## config.mk

```make
export PLATFORM = sky130hd
export DESIGN_NAME = io_bus_master
export DESIGN_NICKNAME = d
export VERILOG_FILES = /design/src/rtl/io_bus_master.sv
export SDC_FILE = /design/constraint.sdc
export NUM_CORES = 1
export LEC_CHECK = 0
export CAP_MARGIN = 20
export CORE_UTILIZATION = 57
export CTS_CLUSTER_DIAMETER = 50
export DETAILED_ROUTE_END_ITERATION = 6
export PLACE_DENSITY = 0.94
export SLEW_MARGIN = 20
export SYNTH_ARGS = -nofsm -noshare
export SYNTH_HDL_FRONTEND = slang
export SYNTH_SLANG_ARGS = --single-unit
```

## constraint.sdc

```tcl
create_clock -name iClk -period 5.43 [get_ports iClk]
set_clock_uncertainty 0.2 [all_clocks]
set_input_delay 0.543 -clock iClk [delete_from_list [all_inputs] [get_ports iClk]]
set_output_delay 0.543 -clock iClk [all_outputs]
set_load 0.03 [all_outputs]
```

## src/rtl/io_bus_master.sv

```systemverilog
// io_bus_master
// Serial-style bus master: accepts a 32-bit command word {write, addr, data},
// clocks it out as four MOSI bytes (byte0 first) on a divided bus clock, and
// assembles four MISO bytes into a 32-bit response.
//
// Optional feature (macro IOBUS_RESET_PULSE_EN): after reset release the
// master drives select=0 / clock=0 for 2*CLK_DIV cycles (state BUSRST).
// That combination resets the controller peripherals. Without the macro the
// master is ready in the first cycle after reset.
//
// Ports:
//   iClk, iRst          system clock, synchronous active-high reset
//   iReqValid/oReqReady request handshake
//   iReqWrite/Addr/Data request contents, latched on accept
//   oRspValid/oRspData  one-cycle completion pulse, assembled MISO word
//   oBusClock           bus clock, idle high
//   oBusSelect          bus select, SEL_ID during a transaction
//   oBusMOSI/iBusMISO   byte lanes to/from the controller
//   iBusInterrupt/oIrq  async interrupt in, two-flop synchronized out
module io_bus_master #(
  parameter int          CLK_DIV = 2,
  parameter logic [1:0]  SEL_ID  = 2'b01
) (
  input  logic        iClk,
  input  logic        iRst,
  input  logic        iReqValid,
  output logic        oReqReady,
  input  logic        iReqWrite,
  input  logic [14:0] iReqAddr,
  input  logic [15:0] iReqData,
  output logic        oRspValid,
  output logic [31:0] oRspData,
  output logic        oBusClock,
  output logic [1:0]  oBusSelect,
  output logic [7:0]  oBusMOSI,
  input  logic [7:0]  iBusMISO,
  input  logic        iBusInterrupt,
  output logic        oIrq
);

  typedef enum logic [2:0] {
    IDLE,
    SETUP,
    HIGH,
    LOW,
    DONE
`ifdef IOBUS_RESET_PULSE_EN
    , BUSRST
`endif
  } state_t;

  localparam logic [8:0] DIV_LAST = 9'(CLK_DIV - 1);
`ifdef IOBUS_RESET_PULSE_EN
  localparam logic [8:0] BUSRST_LAST = 9'(2 * CLK_DIV - 1);
  localparam state_t     RESET_STATE = BUSRST;
`else
  localparam state_t     RESET_STATE = IDLE;
`endif

  state_t      state_q, state_d;
  logic [8:0]  cnt_q, cnt_d;
  logic [2:0]  edge_q, edge_d;
  logic [31:0] word_q, word_d;
  logic [31:0] miso_q, miso_d;
  logic [31:0] rspData_q, rspData_d;
  logic [7:0]  mosi_q, mosi_d;
  logic        irqMeta_q, irqSync_q;

  logic        cntLast;
  logic        doneLast;
  logic        accept;
  logic        busClock;
  logic [1:0]  busSel;
  logic        ready;
  logic        rspValid;

  assign cntLast  = (cnt_q == DIV_LAST);
  assign doneLast = (state_q == DONE) && cntLast;
  assign accept   = ready && iReqValid;

  // State and datapath registers; the interrupt synchronizer shares the reset.
  always_ff @(posedge iClk) begin
    if (iRst) begin
      state_q   <= RESET_STATE;
      cnt_q     <= '0;
      edge_q    <= '0;
      word_q    <= '0;
      miso_q    <= '0;
      rspData_q <= '0;
      mosi_q    <= '0;
      irqMeta_q <= 1'b0;
      irqSync_q <= 1'b0;
    end else begin
      state_q   <= state_d;
      cnt_q     <= cnt_d;
      edge_q    <= edge_d;
      word_q    <= word_d;
      miso_q    <= miso_d;
      rspData_q <= rspData_d;
      mosi_q    <= mosi_d;
      irqMeta_q <= iBusInterrupt;
      irqSync_q <= irqMeta_q;
    end
  end

  // Moore output decode. The last DONE cycle drops select (clock is high
  // there) and reports completion, so a new request can start immediately.
  // Reset forces the bus to its safe idle levels without waiting for an edge.
  always_comb begin
    busClock = 1'b1;
    busSel   = 2'b00;
    ready    = 1'b0;
    rspValid = 1'b0;
    unique case (state_q)
      IDLE:  ready = 1'b1;
      SETUP: begin
        busClock = 1'b0;
        busSel   = SEL_ID;
      end
      HIGH:  busSel = SEL_ID;
      LOW: begin
        busClock = 1'b0;
        busSel   = SEL_ID;
      end
      DONE: begin
        if (doneLast) begin
          ready    = 1'b1;
          rspValid = 1'b1;
        end else begin
          busSel = SEL_ID;
        end
      end
`ifdef IOBUS_RESET_PULSE_EN
      BUSRST: busClock = 1'b0;
`endif
      default: ;
    endcase
    if (iRst) begin
      busClock = 1'b1;
      busSel   = 2'b00;
      ready    = 1'b0;
      rspValid = 1'b0;
    end
  end

  // Next-state logic. Entering HIGH (or DONE) is a rising bus-clock edge, so
  // MOSI is updated on those transitions; MISO is sampled on the last LOW
  // cycle, just before the next rising edge.
  always_comb begin
    state_d   = state_q;
    cnt_d     = cnt_q;
    edge_d    = edge_q;
    word_d    = word_q;
    miso_d    = miso_q;
    rspData_d = rspData_q;
    mosi_d    = mosi_q;
    if (accept) begin
      word_d = {iReqWrite, iReqAddr, iReqData};
    end
    unique case (state_q)
      IDLE: begin
        if (accept) begin
          state_d = SETUP;
          cnt_d   = '0;
          edge_d  = '0;
        end
      end
      SETUP: begin
        if (cntLast) begin
          state_d = HIGH;
          cnt_d   = '0;
          edge_d  = 3'd1;
          mosi_d  = word_q[7:0];
        end else begin
          cnt_d = cnt_q + 9'd1;
        end
      end
      HIGH: begin
        if (cntLast) begin
          state_d = LOW;
          cnt_d   = '0;
        end else begin
          cnt_d = cnt_q + 9'd1;
        end
      end
      LOW: begin
        if (cntLast) begin
          cnt_d = '0;
          case (edge_q)
            3'd1:    miso_d[7:0]   = iBusMISO;
            3'd2:    miso_d[15:8]  = iBusMISO;
            3'd3:    miso_d[23:16] = iBusMISO;
            3'd4:    miso_d[31:24] = iBusMISO;
            default: ;
          endcase
          if (edge_q == 3'd5) begin
            state_d   = DONE;
            edge_d    = 3'd6;
            rspData_d = miso_q;
          end else begin
            state_d = HIGH;
            edge_d  = edge_q + 3'd1;
            case (edge_q)
              3'd1:    mosi_d = word_q[15:8];
              3'd2:    mosi_d = word_q[23:16];
              3'd3:    mosi_d = word_q[31:24];
              default: mosi_d = 8'h00;
            endcase
          end
        end else begin
          cnt_d = cnt_q + 9'd1;
        end
      end
      DONE: begin
        if (cntLast) begin
          cnt_d   = '0;
          edge_d  = '0;
          state_d = accept ? SETUP : IDLE;
        end else begin
          cnt_d = cnt_q + 9'd1;
        end
      end
`ifdef IOBUS_RESET_PULSE_EN
      BUSRST: begin
        if (cnt_q == BUSRST_LAST) begin
          state_d = IDLE;
          cnt_d   = '0;
        end else begin
          cnt_d = cnt_q + 9'd1;
        end
      end
`endif
      default: state_d = IDLE;
    endcase
  end

  assign oReqReady  = ready;
  assign oRspValid  = rspValid;
  assign oBusClock  = busClock;
  assign oBusSelect = busSel;
  assign oBusMOSI   = iRst ? 8'h00 : mosi_q;
  assign oRspData   = iRst ? 32'h0 : rspData_q;
  assign oIrq       = iRst ? 1'b0 : irqSync_q;

endmodule

```

* Word level (Yosys, flattened, before mapping)
Index checks and enable logic that the tools add are counted.
Widths: inputs -> output; s select.
** Cells by class
- Add/subtract/negate cells :: 2
- $mul :: 0
- Div/mod/pow operators :: 0
- Order comparisons :: 0
- Eq/ne operators :: 16
- Shift-type cells :: 0
- Multiplexer cells :: 35
- Bitwise gates (word level) :: 0
- Reduce and logical (&&, ||, !) cells :: 18
** Operators with widths (count)
- $mux 3 :: 11
- $mux 32 :: 1
- $mux 8 :: 4
- $pmux 8 s3 :: 1
- $mux 9 :: 2
- $pmux 9 s2 :: 1
- $pmux 8 s2 :: 1
- $pmux 3 s5 :: 1
- $reduce_and 3->1 :: 5
- $eq 3x2->1 const B :: 4
- $ne 2x2->1 const B :: 6
- $pmux 3 s4 :: 1
- $reduce_and 5->1 :: 2
- $add 9x1->9 const B :: 1
- $eq 3x3->1 const B :: 3
- $eq 9x1->1 const B :: 1
- $mux 1 :: 9
- $eq 3x1->1 const B :: 2
- $pmux 1 s2 :: 2
- $reduce_and 4->1 :: 1
- $reduce_bool 2->1 :: 2
- $reduce_bool 4->1 :: 1
- $reduce_or 4->1 :: 1
- $add 3x1->3 const B :: 1
- 6 further kinds :: 7
** Storage, ports and cells
- Bits in registers :: 121
- Latch bits :: 0
- RAM bits :: 0
- Memory bits (read-only) :: 0
- Bits of input ports :: 44
- Output and inout bits :: 46
- Word-level logic and storage cells :: 83
- Memories kept :: 0

* Longest topological paths before layout
- Depth after elaboration :: 9
- Mapped depth :: 9

* Worst setup path after synthesis
No wires, ideal clock.
- Path kind :: input-to-output
- Start point :: input port iRst
- End point :: output port oRspValid
- Arrival :: 1.859 ns
- Data required time :: 4.687 ns
- Setup slack :: 2.828 ns
- Stages :: 4
- Cells stage by stage :: clkbuf_1 > clkbuf_1 > clkbuf_1 > nor3_1
** On the way
- Longest elaborated chain between the ends :: 1
** Ends and longest elaborated chain
- from (decl) :: line 25 : input logic iRst,
- $mux 1 :: line 138 : if (iRst) begin
- to (decl) :: line 31 : output logic oRspValid,
Every way passes these cells.

* Final worst setup path
- Start point :: register cnt_q[0]
- End point :: output port oRspValid
** On the way
- Longest elaborated chain between the ends :: 5
** Ends and longest elaborated chain
- from (decl) :: line 61 : logic [8:0] cnt_q, cnt_d;
- from (signal assigned) :: line 95 : cnt_q <= cnt_d;
- $eq 9x1->1 :: line 77 : assign cntLast = (cnt_q == DIV_LAST);
- $logic_and 1x1->1 :: line 78 : assign doneLast = (state_q == DONE) && cntLast;
- $mux 1 :: line 126 : if (doneLast) begin
- $mux 1 :: line 114 : unique case (state_q)
- $mux 1 :: line 138
Every way passes these cells.

==> flow_summary.yaml <==
outcome:
  status: "complete, but fails checks"
  violations: "design-rule violations"
grt:
  antenna_found_initial: 0
  overflow: 0
  grt_max_degree: 102
  grt_pass1_vias: 4640
  grt_use_total: 0.2921
  grt_pass1_wl_mm: 22.46
synth:
  avgSynthCellArea_um2: 9.237
  synth.net_count: 631
  yosysTopAreaCellShare: 0.4521
  yosysSeqAreaShare: 0.4521
  synth_edf_count: 0
  ys_ff_latch: 121
  synth.top_cells.by_count: "dfxtp_1 (121), nor2b_1 (79), nand2_1 (74)"
  postSynth.asyncResetShare: 0
  synth.most_common_cell: "dfxtp_1"
  syn-instance-count: 580
  synth_warnings: 0
  netlist_top_cells_area: "dfxtp_1 (45%), nor2b_1 (9.2%), mux2i_1 (6.4%), nand2_1 (5.2%), mux2_2 (4.2%)"
  yosys.area.top_type: "dfxtp_1"
  synth_area_um2: 5358
  synth_ff_type: "dfxtp_1"
  yosysUniqueCellTypes: 55
pwr:
  ir_worst_vdd_mv: 0.2452
  leakage_nw: 2.605
  p_comb_frac: 0.090
  swShare: 0.2433
  p_int_mw: 1.727
  p_seq_frac: 0.414
  power_frac_clock: 0.497
  powerDensity_nw_per_um2: 335.5
  switchingPower_uw: 555.3
worst_hold_path:
  hold_start: "rspData_q[22]$_SDFFE_PP0P_"
  holdPathStages: 2
  hold_class: "reg -> reg"
worst_setup_path:
  worstPathRequired_ns: 4.69
  crit_chain: "ha_1, nor4b_2, nand2_1, nor3_1, clkdlybuf4s50_1"
  critical_path_buf_inv_count: 1
  crit_fanout: 7
  cp-start-kind: "flop"
  end_kind: "primary output"
  reg2regPathDepth: 5
  crit_slowest_cell: "clkdlybuf4s50_1"
  cp.depth: 5
  worstPathArrival_ns: 2.83
  crit_path_start: "cnt_q[0]$_SDFFE_PP0P_"
  r2r_start: "cnt_q[0]$_SDFFE_PP0P_"
  timing_worst_setup_path_type: "reg -> out"
  worst_path_dominant_cell_family: "simple AND/OR/NAND/NOR gates"
  cp_slowest_stage_delay_ns: 0.72
finish:
  fin_cells: 772
  nNetsFinal: 699
  area_delta_synth_final_pct: 26.97
  antennaDiodeCount: 0
  drive_gt1_frac: 0.09834
  fillerInstances: 584
cts:
  cts_num_sinks: 121
  clk_pin_slew_ns: 0.06
  cts_inserted_buffers: 17
  clk_latency_ns: 0.52
  cts_max_level: 4
  cts_root_buf: "clkbuf_8"
  post_cts_buffers: 0
  ctsResizeCount: 0
  cts_tree: "yes"
  cts_hold_buf: 0
  cts_buffer_depth: 2
timing:
  setup_viol: 0
  fmax_mhz: 279.7
  hold_viol: 0
  fin_tns_setup_ns: 0
  tightest_slew_ns: 1.077
  relSlewSlack: 0.2766
  rsz0062_at_grt: "no"
  post-route-min-period_ns: 3.576
  period_share: 0.6585
  drv_slew: 0
drt:
  drc: 1
  routed_wl_mm: 13.98
  dr_wl_met3_um: 783
  maxUsedRoutingLayer: "met4"
  routedWlPerCell_um: 18.11
  drtPass1Iterations: 7
  route.vias.total: 4618
  ant_nets: 0
  m1WireLength_mm: 5.658
  wl_met2_mm: 7.168
  viasPerCell: 5.982
  drtIter0Drc: 356
floorplanning:
  io_pins: 90
  dieArea_um2: 9791
  dieWidth_um: 98.95
  rows: 35
  start_util: 0.5854
  fp.coreArea_um2: 9153
  dieHeight_um: 98.95
placement:
  gp_congestion: 0.8896
  io_buffers: 88
  dp.cells: 740
  hpwl_mm: 8.527
flow_run:
  cap_violations: 0
[cell type report]
cell class / instances / area, µm² / share of cell area
multi-input cells: 411 / 2706 / 0.3978
flip-flops and latches: 121 / 2422 / 0.3561
repair buffers: 91 / 913.4 / 0.1343
clock buffers: 19 / 431.7 / 0.06345
clock inverters: 13 / 167.7 / 0.02465
well taps: 111 / 138.9 / 0.02042
inverters: 6 / 22.52 / 0.003311
[logic make-up after synthesis]
logic type,synth area share
flip-flops,0.4521
adder cells (fa/ha/maj),0.01635
buffers and inverters,0.04460
XOR/XNOR,0.003270
multiplexers,0.1287
AO/OA/AOI/OAI,0.1170
other,0.0006999
AND/OR/NAND/NOR,0.2373
[placed cells by master (no fill, tap or decap), types with 9 or more instances in the layout]
cell / instances
a211oi_1: 10
clkbuf_16: 16
mux2_2: 20
dfxtp_1: 121
mux2_1: 11
nor2_1: 47
a2bb2oi_1: 9
clkdlybuf4s50_1: 87
a21oi_1: 40
nand2_1: 74
mux2i_1: 34
nor2b_1: 79
[stage by stage]
step                worst slack, ns  total power, mW  hold slack [ns]    util  cell area [µm²]
floorplan                     2.828            1.091           0.2138       -             5358
global placement              2.459            1.148           0.2296  0.6776             6202
detailed placement            2.336            1.158           0.2416  0.6776             6202
CTS                           1.862            2.283           0.2499  0.7431             6802
global route                  1.725            2.345           0.2663  0.7433             6803
finish                        1.854            2.282           0.2454  0.7433             6803
[sequential cells by signal (all words and copies together) (netlist names)]
| register | cells |
|---|---|
| word_q | 32 |
| edge_q | 3 |
| mosi_q | 8 |
| irqSync_q | 1 |
| miso_q | 32 |
| rspData_q | 32 |
| irqMeta_q | 1 |
| cnt_q | 9 |
| state_q | 3 |
[worst register-to-register path, delay by kind of cell, from the launching register on]
| kind | cells | cell delay, ns |
|---|---|---|
| adders and majority gates | 1 | 0.20 |
| AOI/OAI and AO/OA | 1 | 0.09 |
| and+or+nand+nor | 3 | 2.02 |
| DFF | 1 | 0.42 |
[routing by layer]
layer / GRT usage / vias up
li1: - / 2144
met1: 0.3369 / 2235
met2: 0.5078 / 203
met3: 0.07021 / 36
met4: 0.1412 / 0
met5: 0 / -
[power groups by stage]
stage | Sequential (mW) | Clock, mW | Combinational (mW)
floorplan | 0.952 | 0 | 0.139
CTS | 0.943 | 1.14 | 0.202
global placement | 0.958 | 0 | 0.190
detailed placement | 0.961 | 0 | 0.198
finish | 0.944 | 1.13 | 0.205
global route | 0.947 | 1.18 | 0.220
[final timing paths]
| path | endpoint | slack (ns) |
|---|---|---|
| worst max-delay path | oRspValid | 1.85 |
| worst min register to register | rspData_q[22]$_SDFFE_PP0P_ | 0.25 |
| worst min-delay path | rspData_q[22]$_SDFFE_PP0P_ | 0.25 |
| worst max register to register | rspData_q[3]$_SDFFE_PP0P_ | 2.36 |
No activity file was read; power rests on OpenSTA's default activity.
